### src/rtl/mem_port_arbiter.sv
// mem_port_arbiter: shares one memory port between an instruction-fetch
// requester (read-only) and a data requester (read/write with byte enables).
// One transaction in flight at a time. Data side wins ties unless it has
// already won MAX_D_STREAK times in a row while fetch was waiting.
// Optional macro MEM_PORT_ARBITER_PERF_EN adds three 32-bit perf counters
// (I grants, D grants, IDLE cycles with both requesting).
module mem_port_arbiter #(
  parameter int unsigned MAX_D_STREAK = 4
) (
  input  logic        clk,
  input  logic        reset,
  input  logic        i_req,
  input  logic [31:0] i_addr,
  output logic        i_gnt,
  output logic        i_rvalid,
  output logic [31:0] i_rdata,
  input  logic        d_req,
  input  logic [31:0] d_addr,
  input  logic [3:0]  d_we,
  input  logic [31:0] d_wdata,
  output logic        d_gnt,
  output logic        d_rvalid,
  output logic [31:0] d_rdata,
  output logic        mem_req,
  output logic [31:0] mem_addr,
  output logic [3:0]  mem_we,
  output logic [31:0] mem_wdata,
  input  logic        mem_ready,
  input  logic        mem_rvalid,
`ifdef MEM_PORT_ARBITER_PERF_EN
  output logic [31:0] perf_i_grants,
  output logic [31:0] perf_d_grants,
  output logic [31:0] perf_conflicts,
`endif
  input  logic [31:0] mem_rdata
);

  localparam logic [3:0] MAX_S = 4'(MAX_D_STREAK);

  typedef enum logic [1:0] {IDLE, REQ, RESP} state_t;

  state_t      state_q;
  logic [3:0]  streak_q, streak_d;
  logic        owner_d_q;   // 1: data side owns the transaction in flight
  logic [31:0] mem_addr_q, mem_wdata_q, i_rdata_q, d_rdata_q;
  logic [3:0]  mem_we_q;
  logic        i_rvalid_q, d_rvalid_q;
  logic        i_win, d_win;

  // Same-cycle arbitration; grants are suppressed while reset is held so
  // every output reads 0 during reset.
  always_comb begin
    i_win = 1'b0;
    d_win = 1'b0;
    if (state_q == IDLE && !reset) begin
      if (d_req && !(i_req && streak_q == MAX_S)) d_win = 1'b1;
      else if (i_req)                            i_win = 1'b1;
    end
  end

  // Streak counter next value: counts D wins that kept fetch waiting.
  always_comb begin
    streak_d = streak_q;
    if (d_win) begin
      if (!i_req)                streak_d = 4'd0;
      else if (streak_q < MAX_S) streak_d = streak_q + 4'd1;
      else                       streak_d = MAX_S;
    end else if (i_win) begin
      streak_d = 4'd0;
    end
  end

  // Transaction FSM: latch winner, drive memory, route read data back.
  always_ff @(posedge clk or posedge reset) begin
    if (reset) begin
      state_q     <= IDLE;
      streak_q    <= 4'd0;
      owner_d_q   <= 1'b0;
      mem_addr_q  <= 32'd0;
      mem_we_q    <= 4'd0;
      mem_wdata_q <= 32'd0;
      i_rdata_q   <= 32'd0;
      d_rdata_q   <= 32'd0;
      i_rvalid_q  <= 1'b0;
      d_rvalid_q  <= 1'b0;
    end else begin
      i_rvalid_q <= 1'b0;
      d_rvalid_q <= 1'b0;
      streak_q   <= streak_d;
      case (state_q)
        IDLE: begin
          if (d_win) begin
            mem_addr_q  <= d_addr;
            mem_we_q    <= d_we;
            mem_wdata_q <= d_wdata;
            owner_d_q   <= 1'b1;
            state_q     <= REQ;
          end else if (i_win) begin
            mem_addr_q  <= i_addr;
            mem_we_q    <= 4'd0;
            mem_wdata_q <= 32'd0;
            owner_d_q   <= 1'b0;
            state_q     <= REQ;
          end
        end
        REQ: begin
          // Writes finish on acceptance; reads wait for data.
          if (mem_ready) state_q <= (|mem_we_q) ? IDLE : RESP;
        end
        RESP: begin
          if (mem_rvalid) begin
            state_q <= IDLE;
            if (owner_d_q) begin
              d_rdata_q  <= mem_rdata;
              d_rvalid_q <= 1'b1;
            end else begin
              i_rdata_q  <= mem_rdata;
              i_rvalid_q <= 1'b1;
            end
          end
        end
        default: state_q <= IDLE;
      endcase
    end
  end

`ifdef MEM_PORT_ARBITER_PERF_EN
  logic [31:0] perf_i_q, perf_d_q, perf_c_q;

  // Free-running event counters, wrapping modulo 2^32.
  always_ff @(posedge clk or posedge reset) begin
    if (reset) begin
      perf_i_q <= 32'd0;
      perf_d_q <= 32'd0;
      perf_c_q <= 32'd0;
    end else begin
      if (i_win) perf_i_q <= perf_i_q + 32'd1;
      if (d_win) perf_d_q <= perf_d_q + 32'd1;
      if (state_q == IDLE && i_req && d_req) perf_c_q <= perf_c_q + 32'd1;
    end
  end

  assign perf_i_grants  = perf_i_q;
  assign perf_d_grants  = perf_d_q;
  assign perf_conflicts = perf_c_q;
`endif

  assign i_gnt     = i_win;
  assign d_gnt     = d_win;
  assign mem_req   = (state_q == REQ);
  assign mem_addr  = mem_addr_q;
  assign mem_we    = mem_we_q;
  assign mem_wdata = mem_wdata_q;
  assign i_rvalid  = i_rvalid_q;
  assign i_rdata   = i_rdata_q;
  assign d_rvalid  = d_rvalid_q;
  assign d_rdata   = d_rdata_q;

endmodule
### config.mk
export PLATFORM = sky130hd
export DESIGN_NAME = mem_port_arbiter
export DESIGN_NICKNAME = d
export VERILOG_FILES = /design/src/rtl/mem_port_arbiter.sv
export SDC_FILE = /design/constraint.sdc
export NUM_CORES = 1
export LEC_CHECK = 0
export BUFFER_PORTS_ARGS = -buffer_cell sky130_fd_sc_hd__buf_2
export CAP_MARGIN = 40
export CORE_AREA = 2 2 106 185
export DETAILED_ROUTE_END_ITERATION = 6
export DIE_AREA = 0 0 108 187
export PLACE_DENSITY_LB_ADDON = 0.2
export SYNTH_ARGS = -nofsm -noshare
export SYNTH_HDL_FRONTEND = slang
export SYNTH_SLANG_ARGS = --single-unit
### constraint.sdc
create_clock -name clk -period 6.05 [get_ports clk]
set_clock_uncertainty 0.1 [all_clocks]
set_input_delay 0.9075 -clock clk [delete_from_list [all_inputs] [get_ports clk]]
set_output_delay 0.9075 -clock clk [all_outputs]
set_load 0.01 [all_outputs]
==> key figures, run 1 <==
Logic synthesis
  • Register area share after synthesis: 62.0%
  • Netlist cell types: 29
  • Synth top area share: 62.0%
  • Largest cells by area after synthesis: dfrtp_1 62%, mux2_2 13%, a22o_1 5.7%
  • Syn Inst Count: 441
  • Most instantiated cells after synthesis: 141 x dfrtp_1, 64 x mux2_2, 39 x inv_1
  • Synthesis-stage register bit count: 141
  • Mapped Nets: 581
  • Avg Inst Size Synth: 12.9 sq um
  • Async SR Flop Fraction: 100%
  • Synth Warn #: 0
  • Biggest area consumer among synthesized cells: dfrtp_1
  • Dominant synthesized flop cell: dfrtp_1
  • Number of enable flip-flop cells after synthesis: 0
  • Count leader, synth: dfrtp_1
  • Post-Syn Area: 5690 sq um

Power and ir drop
  • Power Total: 4.27 mW
  • Leakage power: 4.15 nW
  • Max VDD drop: 0.197 mV
  • Pwr Density: 535 nW/um^2

Floorplanning
  • Die area: 20200 sq um
  • Core Region: 18900 sq um
  • Die W: 108 microns
  • Die H: 187 microns
  • # IOs: 275
  • Initial core utilization: 30.2%
  • Row cnt: 67

Worst setup path
  • R2r startpoint: state_q[1]
  • CP delay by family, top: buffers and inverters
  • Worst EP arrival: 2.60 ns
  • CP required: 5.04 ns
  • Worst reg2reg setup slack: 3.72 ns
  • CP max-delay cell: or3_2
  • CP Class: in2out
  • CP cell instances: buf_2 > or3_2 > buf_4 > nor3_4 > buf_4 > buf_2
  • Worst Path Buf+Inv: 4
  • Critical path depth: 6
  • Crit path capture type: output port
  • CP Launch Type: input port
  • Critical path fanouts, max: 68
  • Worst Reg-to-Reg Cells: 4
  • Max incr delay on CP: 0.41 ns
  • Critical R2R Capture: mem_wdata[27]

CTS
  • Root buf cell: clkbuf_16
  • # resized after CTS: 0
  • Clock Sinks: 141
  • Clk_lat worst skew: 0.41 ns
  • Max H-tree Level: 4
  • Clock Pin Slew Worst Setup and Hold Paths: 0.06 ns
  • CTS tree: done
  • CTS max path bufs: 2
  • Post-CTS Hold Fix Bufs: 0
  • Post-CTS Setup Bufs: 0
  • CTS buffer count: 17

Min path
  • Hold/Removal Path Class: reg2reg
  • Hold_sp: d_rdata[10]
  • Hold Path Cell Cnt: 1
  • Worst Hold End: d_rdata[10]

STA
  • Post-route clock period utilization: 59.6%
  • Final Hold Viols: 0
  • Max frequency: 0.277 GHz
  • Worst hold margin: 0.399 ns
  • Final setup viols: 0
  • Worst slew margin: 42.0%
  • Worst-Margin Slew: 0.867 ns
  • Number of max-slew violations in the final report: 0
  • Final min period: 3.61 ns
  • Fin Setup TNS: 0 ns
  • RSZ-0062 raised after global routing: no

Run
  • Max-cap viol count: 0

GRT
  • First-pass GRT wire length: 25200 microns
  • Vias in the first global route: 4900
  • Overall Global Routing Usage: 16.1%
  • Largest net degree at the start of global routing: 81
  • Overflow after GRT: 0
  • Initial antenna violation count: 3

Route
  • Iter 0 DRT Violations: 221
  • DR WL/cell: 16.7 microns
  • TritonRoute pass-1 iters: 5
  • Final wirelength: 16100 microns
  • Remaining routing DRC violations: 0
  • Vias/cell: 4.84
  • Vias: 4664
  • Final ANT Viol Nets: 0

Finish
  • Fill count: 1845
  • Register area: 3530 sq um
  • Layout cells sized above 1: 53.0%
  • Syn-to-layout area delta: 40.2%
  • Nets: 848
  • Multi-input logic area: 1870 sq um

Place
  • Routability cong.: 0.768
  • Hpwl dp: 11600 microns
  • Port Buffers: 274

Status
  • Status: complete, no violations
cells in the final DEF (no fill, tap or decap), types with 3 or more instances in the layout:
| master | count |
|---|---|
| clkbuf_8 | 3 |
| buf_4 | 8 |
| inv_1 | 38 |
| dfrtp_1 | 141 |
| buf_2 | 274 |
| nor2_1 | 34 |
| nor4_1 | 33 |
| nand2b_1 | 3 |
| a221oi_1 | 32 |
| clkbuf_16 | 17 |
| mux2_2 | 64 |
| bufinv_16 | 5 |
| o21ai_0 | 3 |
| a22o_1 | 37 |
registers in the layout (all words and copies together) (netlist names), 2 cells and up:
name / flops
d_rdata: 32
state_q: 2
mem_wdata: 32
streak_q: 4
mem_addr: 32
mem_we: 4
i_rdata: 32
logic make-up (layout without fill, tap and decap cells):
kind of cell | count (synthesis) | in the layout | share of synthesized area (%)
AOI/OAI and AO/OA | 77 | 77 | 11.4
buffers and inverters | 75 | 355 | 5.58
and+or+nand+nor | 81 | 81 | 7.70
adders and majority gates | 2 | 2 | 0.440
muxes | 65 | 65 | 12.8
DFF | 141 | 141 | 62.0
other | 0 | 2 | 0
layer usage:
metal / part of all wire (%) / vias to the layer above / track usage [%]
li1: - / 2144 / -
met4: 2.7 / 2 / 8.38
met1: 38 / 2281 / 17.8
met2: 53 / 204 / 28.3
met3: 6.3 / 33 / 3.45
met5: 0.081 / - / 0
report_power, final:
part | internal (mW) | switching (mW)
clock network | 0.765 | 0.393
registers | 1.38 | 0.243
logic | 0.713 | 0.768
total | 2.86 | 1.40
layout make-up:
class	count	area share [%]
Antenna cell	2	0.0627
Clock buffer	22	5.94
Clock inverter	10	2.32
Inverter	40	1.94
Multi-Input combinational cell	225	23.4
Sequential cell	141	44.2
Tap cell	241	3.78
Timing Repair Buffer	283	18.3
stage by stage:
stage	utilization [%]	setup slack [ns]	instances	instance area, sq um
6_report	42.3	2.44	964	7980
5_1_grt	42.3	2.30	964	7980
4_1_cts	42.3	2.40	962	7970
3_5_place_dp	38.8	2.41	930	7310
3_3_place_gp	38.6	2.37	929	7290
2_1_floorplan	-	1.26	441	5690
worst max-delay path by stage:
stage                      end  slack (ns)  start
finish                   d_gnt        2.44  reset
floorplan           d_rdata[0]        1.26  reset
detailed placement       d_gnt        2.41  reset
global placement         i_gnt        2.37  d_req
CTS                      d_gnt        2.40  reset
global route             d_gnt        2.30  reset
worst reg2reg max path: cells and delay by family, from the launching register on:
family,cells,cell delay [ns]
DFF,1,0.43
buffers and inverters,1,0.40
AOI/OAI and AO/OA,2,0.71
and+or+nand+nor,1,0.58
No activity file was read; power rests on OpenSTA's default activity.
==> run 2: changes to the inputs <==
clock period = 3.7 ns   (was 6.05 ns; I/O delays follow)
==> run 2 against run 1 <==
Die area is the same; register-to-register slack got worse by 2.3 ns; utilization fell by 0.093 points; clock power grew 55%; combinational power rose by 65%; clock-buffer cell count stayed put; critical path depth down 2; routed wire length is 1.7% higher; worst setup slack lost 1.5 ns.
==> key figures, run 2 (same netlist as run 1, synthesis figures left out) <==
Route
  • Final ANT Viol Nets: 0
  • Final wirelength: 16400 microns
  • Remaining routing DRC violations: 0
  • Iter 0 DRT Violations: 170
  • Vias: 4685
  • Vias/cell: 4.86
  • DR WL/cell: 17.0 microns
  • TritonRoute pass-1 iters: 4

Floorplanning
  • Die area: 20200 sq um
  • Initial core utilization: 30.2%
  • Die W: 108 microns
  • # IOs: 275
  • Die H: 187 microns
  • Core Region: 18900 sq um
  • Row cnt: 67

GRT
  • First-pass GRT wire length: 25600 microns
  • Vias in the first global route: 4927
  • Overall Global Routing Usage: 16.3%
  • Overflow after GRT: 0
  • Largest net degree at the start of global routing: 142
  • Initial antenna violation count: 2

STA
  • Post-route clock period utilization: 73.5%
  • Worst slew margin: 46.8%
  • Number of max-slew violations in the final report: 0
  • Final setup viols: 0
  • Fin Setup TNS: 0 ns
  • Final min period: 2.72 ns
  • Max frequency: 0.368 GHz
  • Worst hold margin: 0.251 ns
  • Final Hold Viols: 0
  • RSZ-0062 raised after global routing: no
  • Worst-Margin Slew: 0.798 ns

Power and ir drop
  • Leakage power: 4.15 nW
  • Max VDD drop: 0.406 mV
  • Pwr Density: 867 nW/um^2

Run
  • Max-cap viol count: 0

Worst setup path
  • R2r startpoint: state_q[0]
  • CP cell instances: or3_2 > buf_4 > nor3_4 > buf_2
  • CP required: 3.04 ns
  • Worst reg2reg setup slack: 1.43 ns
  • Worst Reg-to-Reg Cells: 5
  • CP Launch Type: register
  • Worst Path Buf+Inv: 2
  • CP delay by family, top: simple AND/OR/NAND/NOR gates
  • CP Class: reg2out
  • Critical R2R Capture: mem_wdata[23]
  • Critical path fanouts, max: 68
  • CP max-delay cell: or3_2
  • Crit path capture type: output port
  • Worst EP arrival: 2.06 ns
  • Max incr delay on CP: 0.48 ns

CTS
  • # resized after CTS: 0
  • Post-CTS Hold Fix Bufs: 0
  • CTS max path bufs: 2
  • Max H-tree Level: 4
  • Clock Pin Slew Worst Setup and Hold Paths: 0.06 ns
  • CTS buffer count: 17
  • Clk_lat worst skew: 0.41 ns
  • Root buf cell: clkbuf_16
  • Post-CTS Setup Bufs: 0
  • Clock Sinks: 141
  • CTS tree: done

Finish
  • Nets: 849
  • Commonest non-fill, non-tap cell in the layout: buf_2
  • Design Area, Final: 7960 sq um
  • Most frequent cells in the layout: 274 x buf_2, 141 x dfrtp_1, 64 x mux2_2, 38 x inv_1, 37 x a22o_1
  • Syn-to-layout area delta: 39.9%
  • Layout cells sized above 1: 52.9%

Status
  • Status: complete, no violations

Min path
  • Hold/Removal Path Class: in2reg
  • Hold_sp: d_wdata[6]
  • Worst Hold End: mem_wdata[6]
  • Hold Path Cell Cnt: 2

Place
  • Port Buffers: 274
  • Routability cong.: 0.786
  • Placed cell area: 7330 sq um
  • Hpwl dp: 11700 microns
## run 2: changes by cell type in the layout (fill, tap and decap cells not counted)
cell       change
buf_12         +1
bufinv_16      -1
clkbuf_1       +1
clkbuf_8       -1
clkinv_2       +1
diode_2        -1
## run 2: area by class of cell
class                           instances  area (sq um)
Antenna cell                            1          2.50
Clock buffer                           22           464
Multi-Input combinational cell        225          1870
Timing Repair Buffer                  284          1480
Clock inverter                         10           161
Sequential cell                       141          3530
Tap cell                              241           302
Inverter                               40           154
Fill cell                            1881         10900
## run 2: through the flow
stage | std cells | util [%] | power (mW) | setup WS, ns
after floorplan | 441 | - | 4.03 | 1.28
after CTS | 963 | 42.2 | 7.01 | 0.932
after global routing | 964 | 42.2 | 7.37 | 0.856
final | 964 | 42.2 | 6.90 | 0.982
after global placement | 930 | 38.7 | 5.07 | 1.16
after detailed placement | 931 | 38.9 | 5.17 | 1.17
## run 2: worst register-to-register path, cell delays in order (launching register included)
cell and delay [ns]:
dfrtp_1 0.41, or3_2 0.48, buf_4 0.32, nor3_4 0.28
buf_4 0.38, a22o_1 0.23
## run 2: worst max path at each step
stage	start	endpoint	depth (start not counted)
after floorplan	reset	d_rdata[0]	1
after global placement	reset	d_gnt	5
after detailed placement	reset	d_gnt	5
after CTS	state_q[0]	d_gnt	4
after global routing	streak_q[0]	i_gnt	7
final	state_q[0]	d_gnt	4
## run 2: power by group
group | switching, mW | leakage (nW) | internal [mW]
clock network | 0.633 | 0.308 | 1.17
logic | 1.27 | 2.10 | 1.17
registers | 0.402 | 1.74 | 2.26
## run 2: metal layers
layer | GRT usage [%] | part of all wire [%] | vias up
li1 | - | - | 2144
met1 | 17.9 | 38 | 2329
met2 | 29.0 | 53 | 182
met3 | 3.94 | 5.6 | 28
met4 | 7.40 | 3.2 | 2
met5 | 0 | 0.067 | -
==> run 3: changes to the inputs <==
ABC_AREA = 1   (was unset)
CORE_AREA = 2 2 109 190   (was 2 2 106 185)
DIE_AREA = 0 0 111 192   (was 0 0 108 187)
clock period = 2.3 ns   (was 3.7 ns; I/O delays follow)
==> run 3 against run 2 <==
Power is 54% higher; global-route usage is 0.32 points higher; clock-buffer cell count is 3 lower; hold slack worse by 0.22 ns; critical path type unchanged; critical endpoint is now i_gnt; highest routed layer is now met4.
==> key figures, run 3 <==
CTS
  • Root buf cell: clkbuf_16
  • CTS max path bufs: 2
  • CTS buffer count: 17
  • Clk_lat worst skew: 0.41 ns
  • Clock Sinks: 141
  • Clock Pin Slew Worst Setup and Hold Paths: 0.06 ns
  • CTS tree: done
  • Max H-tree Level: 4
  • Post-CTS Setup Bufs: 0

STA
  • Fin Setup TNS: 0 ns
  • Fin worst setup slack: 0.235 ns
  • Worst hold margin: 0.0267 ns
  • Max frequency: 0.484 GHz
  • Post-route clock period utilization: 89.8%
  • Final min period: 2.07 ns
  • Final Hold Viols: 0
  • Worst-Margin Slew: 0.532 ns
  • Final setup viols: 0
  • Worst slew margin: 64.5%
  • RSZ-0062 raised after global routing: no
  • Number of max-slew violations in the final report: 0

Floorplanning
  • Die W: 111 microns
  • Die area: 21300 sq um
  • Core Region: 19700 sq um
  • Row cnt: 68
  • # IOs: 275
  • Initial core utilization: 30.8%
  • Die H: 192 microns

Power and ir drop
  • Clock network power share: 27.0%
  • Switch share: 36.0%
  • Sw power: 3.82 mW
  • Logic pwr share: 33.7%
  • Sequential power share: 39.2%
  • Max VDD drop: 0.556 mV
  • Internal cell power: 6.80 mW
  • Pwr Density: 1270 nW/um^2
  • Leakage power: 4.97 nW

Place
  • Hpwl dp: 12800 microns
  • Routability cong.: 0.774
  • DP Worst Slack: 0.517 ns
  • Port Buffers: 274
  • Placed cell count: 1211

Finish
  • Commonest non-fill, non-tap cell in the layout: buf_2
  • Nets: 1127
  • Layout cells sized above 1: 33.3%
  • Final Instance Count excl. Fillers: 1247
  • Most frequent cells in the layout: 274 x buf_2, 266 x nand2_1, 141 x dfrtp_1, 108 x inv_1, 68 x o21ai_0
  • Syn-to-layout area delta: 38.1%

Logic synthesis
  • Netlist cell types: 24
  • Largest cells by area after synthesis: dfrtp_1 58%, nand2_1 17%, inv_1 6.7%
  • Avg Inst Size Synth: 8.40 sq um
  • Register area share after synthesis: 58.3%
  • Syn Inst Count: 720
  • Number of enable flip-flop cells after synthesis: 0
  • Synth Warn #: 0
  • Synthesis-stage register bit count: 141
  • Dominant synthesized flop cell: dfrtp_1
  • Post-Syn Area: 6050 sq um
  • Biggest area consumer among synthesized cells: dfrtp_1
  • Synth top area share: 58.3%
  • Async SR Flop Fraction: 100%
  • Count leader, synth: nand2_1
  • Mapped Nets: 860
  • Most instantiated cells after synthesis: 266 x nand2_1, 141 x dfrtp_1, 108 x inv_1

Worst setup path
  • Critical R2R Capture: i_rdata[14]
  • CP max-delay cell: dfrtp_1
  • Crit path capture type: output port
  • Max incr delay on CP: 0.38 ns
  • CP Launch Type: register
  • CP Class: reg2out
  • CP cell instances: inv_1 > ha_1 > nand2_1 > inv_1 > nand2_2 > a211oi_1 > buf_2
  • R2r startpoint: state_q[1]
  • Worst reg2reg setup slack: 0.54 ns
  • Worst EP arrival: 1.62 ns
  • Most frequent CP cell: inv_1
  • Critical path fanouts, max: 3
  • Worst Reg-to-Reg Cells: 6
  • CP required: 1.86 ns

Route
  • Iter 0 DRT Violations: 217
  • Remaining routing DRC violations: 0
  • Vias: 5519
  • Vias/cell: 4.43
  • DR WL/cell: 13.9 microns
  • TritonRoute pass-1 iters: 4
  • Final ANT Viol Nets: 0
  • Final wirelength: 17400 microns

Min path
  • Hold/Removal Path Class: in2reg
  • Hold_sp: d_wdata[29]
  • Hold Path Cell Cnt: 3
  • Worst Hold End: mem_wdata[29]

Status
  • Status: complete, no violations

GRT
  • Largest net degree at the start of global routing: 62
  • Initial antenna violation count: 3
  • Overall Global Routing Usage: 16.6%
  • Overflow after GRT: 0
  • Vias in the first global route: 5639
  • First-pass GRT wire length: 28100 microns

Run
  • Max-cap viol count: 0
-- run 3: power by group through the flow --
stage          Sequential (mW)  Combinational [mW]  Clock (mW)
6_report                  4.16                3.58        2.87
3_5_place_dp              4.18                3.68           0
3_3_place_gp              4.19                3.60           0
4_1_cts                   4.17                3.67        2.95
5_1_grt                   4.31                4.05        3.05
2_1_floorplan             4.69                1.40           0
-- run 3: worst max-delay path by stage --
stage | startpoint | to | slack, ns | cells after the start
floorplan | reset | d_gnt | 0.15 | 6
global placement | state_q[1] | i_rdata[16] | 0.57 | 6
global route | streak_q[0] | i_gnt | 0.03 | 7
CTS | streak_q[0] | d_gnt | 0.09 | 8
detailed placement | state_q[1] | d_rdata[5] | 0.52 | 6
finish | streak_q[0] | i_gnt | 0.23 | 7
-- run 3: area by class of cell --
class,instances,area [sq um]
well taps,245,307
clock buffers,19,453
diodes,3,7.51
multi-input cells,422,1890
fillers,2080,11300
repair buffers,290,1570
clock inverters,12,160
flip-flops and latches,141,3530
inverters,115,439
-- run 3: timing repair --
| item | 4_1_cts | 5_1_grt |
|---|---|---|
| endpoints found under the hold margin | 25 | 0 |
| resized for setup | 0 | 2 |
| hold buffers | 2 | 0 |
| setup endpoints to repair | 0 | 1 |
-- run 3: layer usage --
metal	part of all wire, %	vias up	track usage [%]
met5	0	-	0
met2	53	180	29.7
met4	2.7	0	7.84
met1	39	2560	18.3
met3	5.9	27	4.35
li1	-	2752	-
-- run 3: kinds of logic after synthesis --
kind of cell / count (synthesis) / synth area share (%)
adders and majority gates: 2 / 0.414
DFF: 141 / 58.3
AOI/OAI and AO/OA: 74 / 6.48
buffers and inverters: 157 / 10.6
and+or+nand+nor: 346 / 24.1
-- run 3: worst max-delay path: cells and delay by family (launching register included) --
family / cells / cell delay (ns)
flops: 1 / 0.38
fa+ha+maj: 1 / 0.15
compound gates: 1 / 0.22
simple gates: 2 / 0.13
buf+inv: 3 / 0.33
-- run 3: per-stage QoR --
step | power [mW] | util (%) | instance area (sq um)
finish | 10.6 | 42.5 | 8360
global placement | 7.79 | 39.0 | 7660
CTS | 10.8 | 42.5 | 8350
detailed placement | 7.86 | 39.2 | 7710
global route | 11.4 | 42.5 | 8350
floorplan | 6.09 | - | 6050
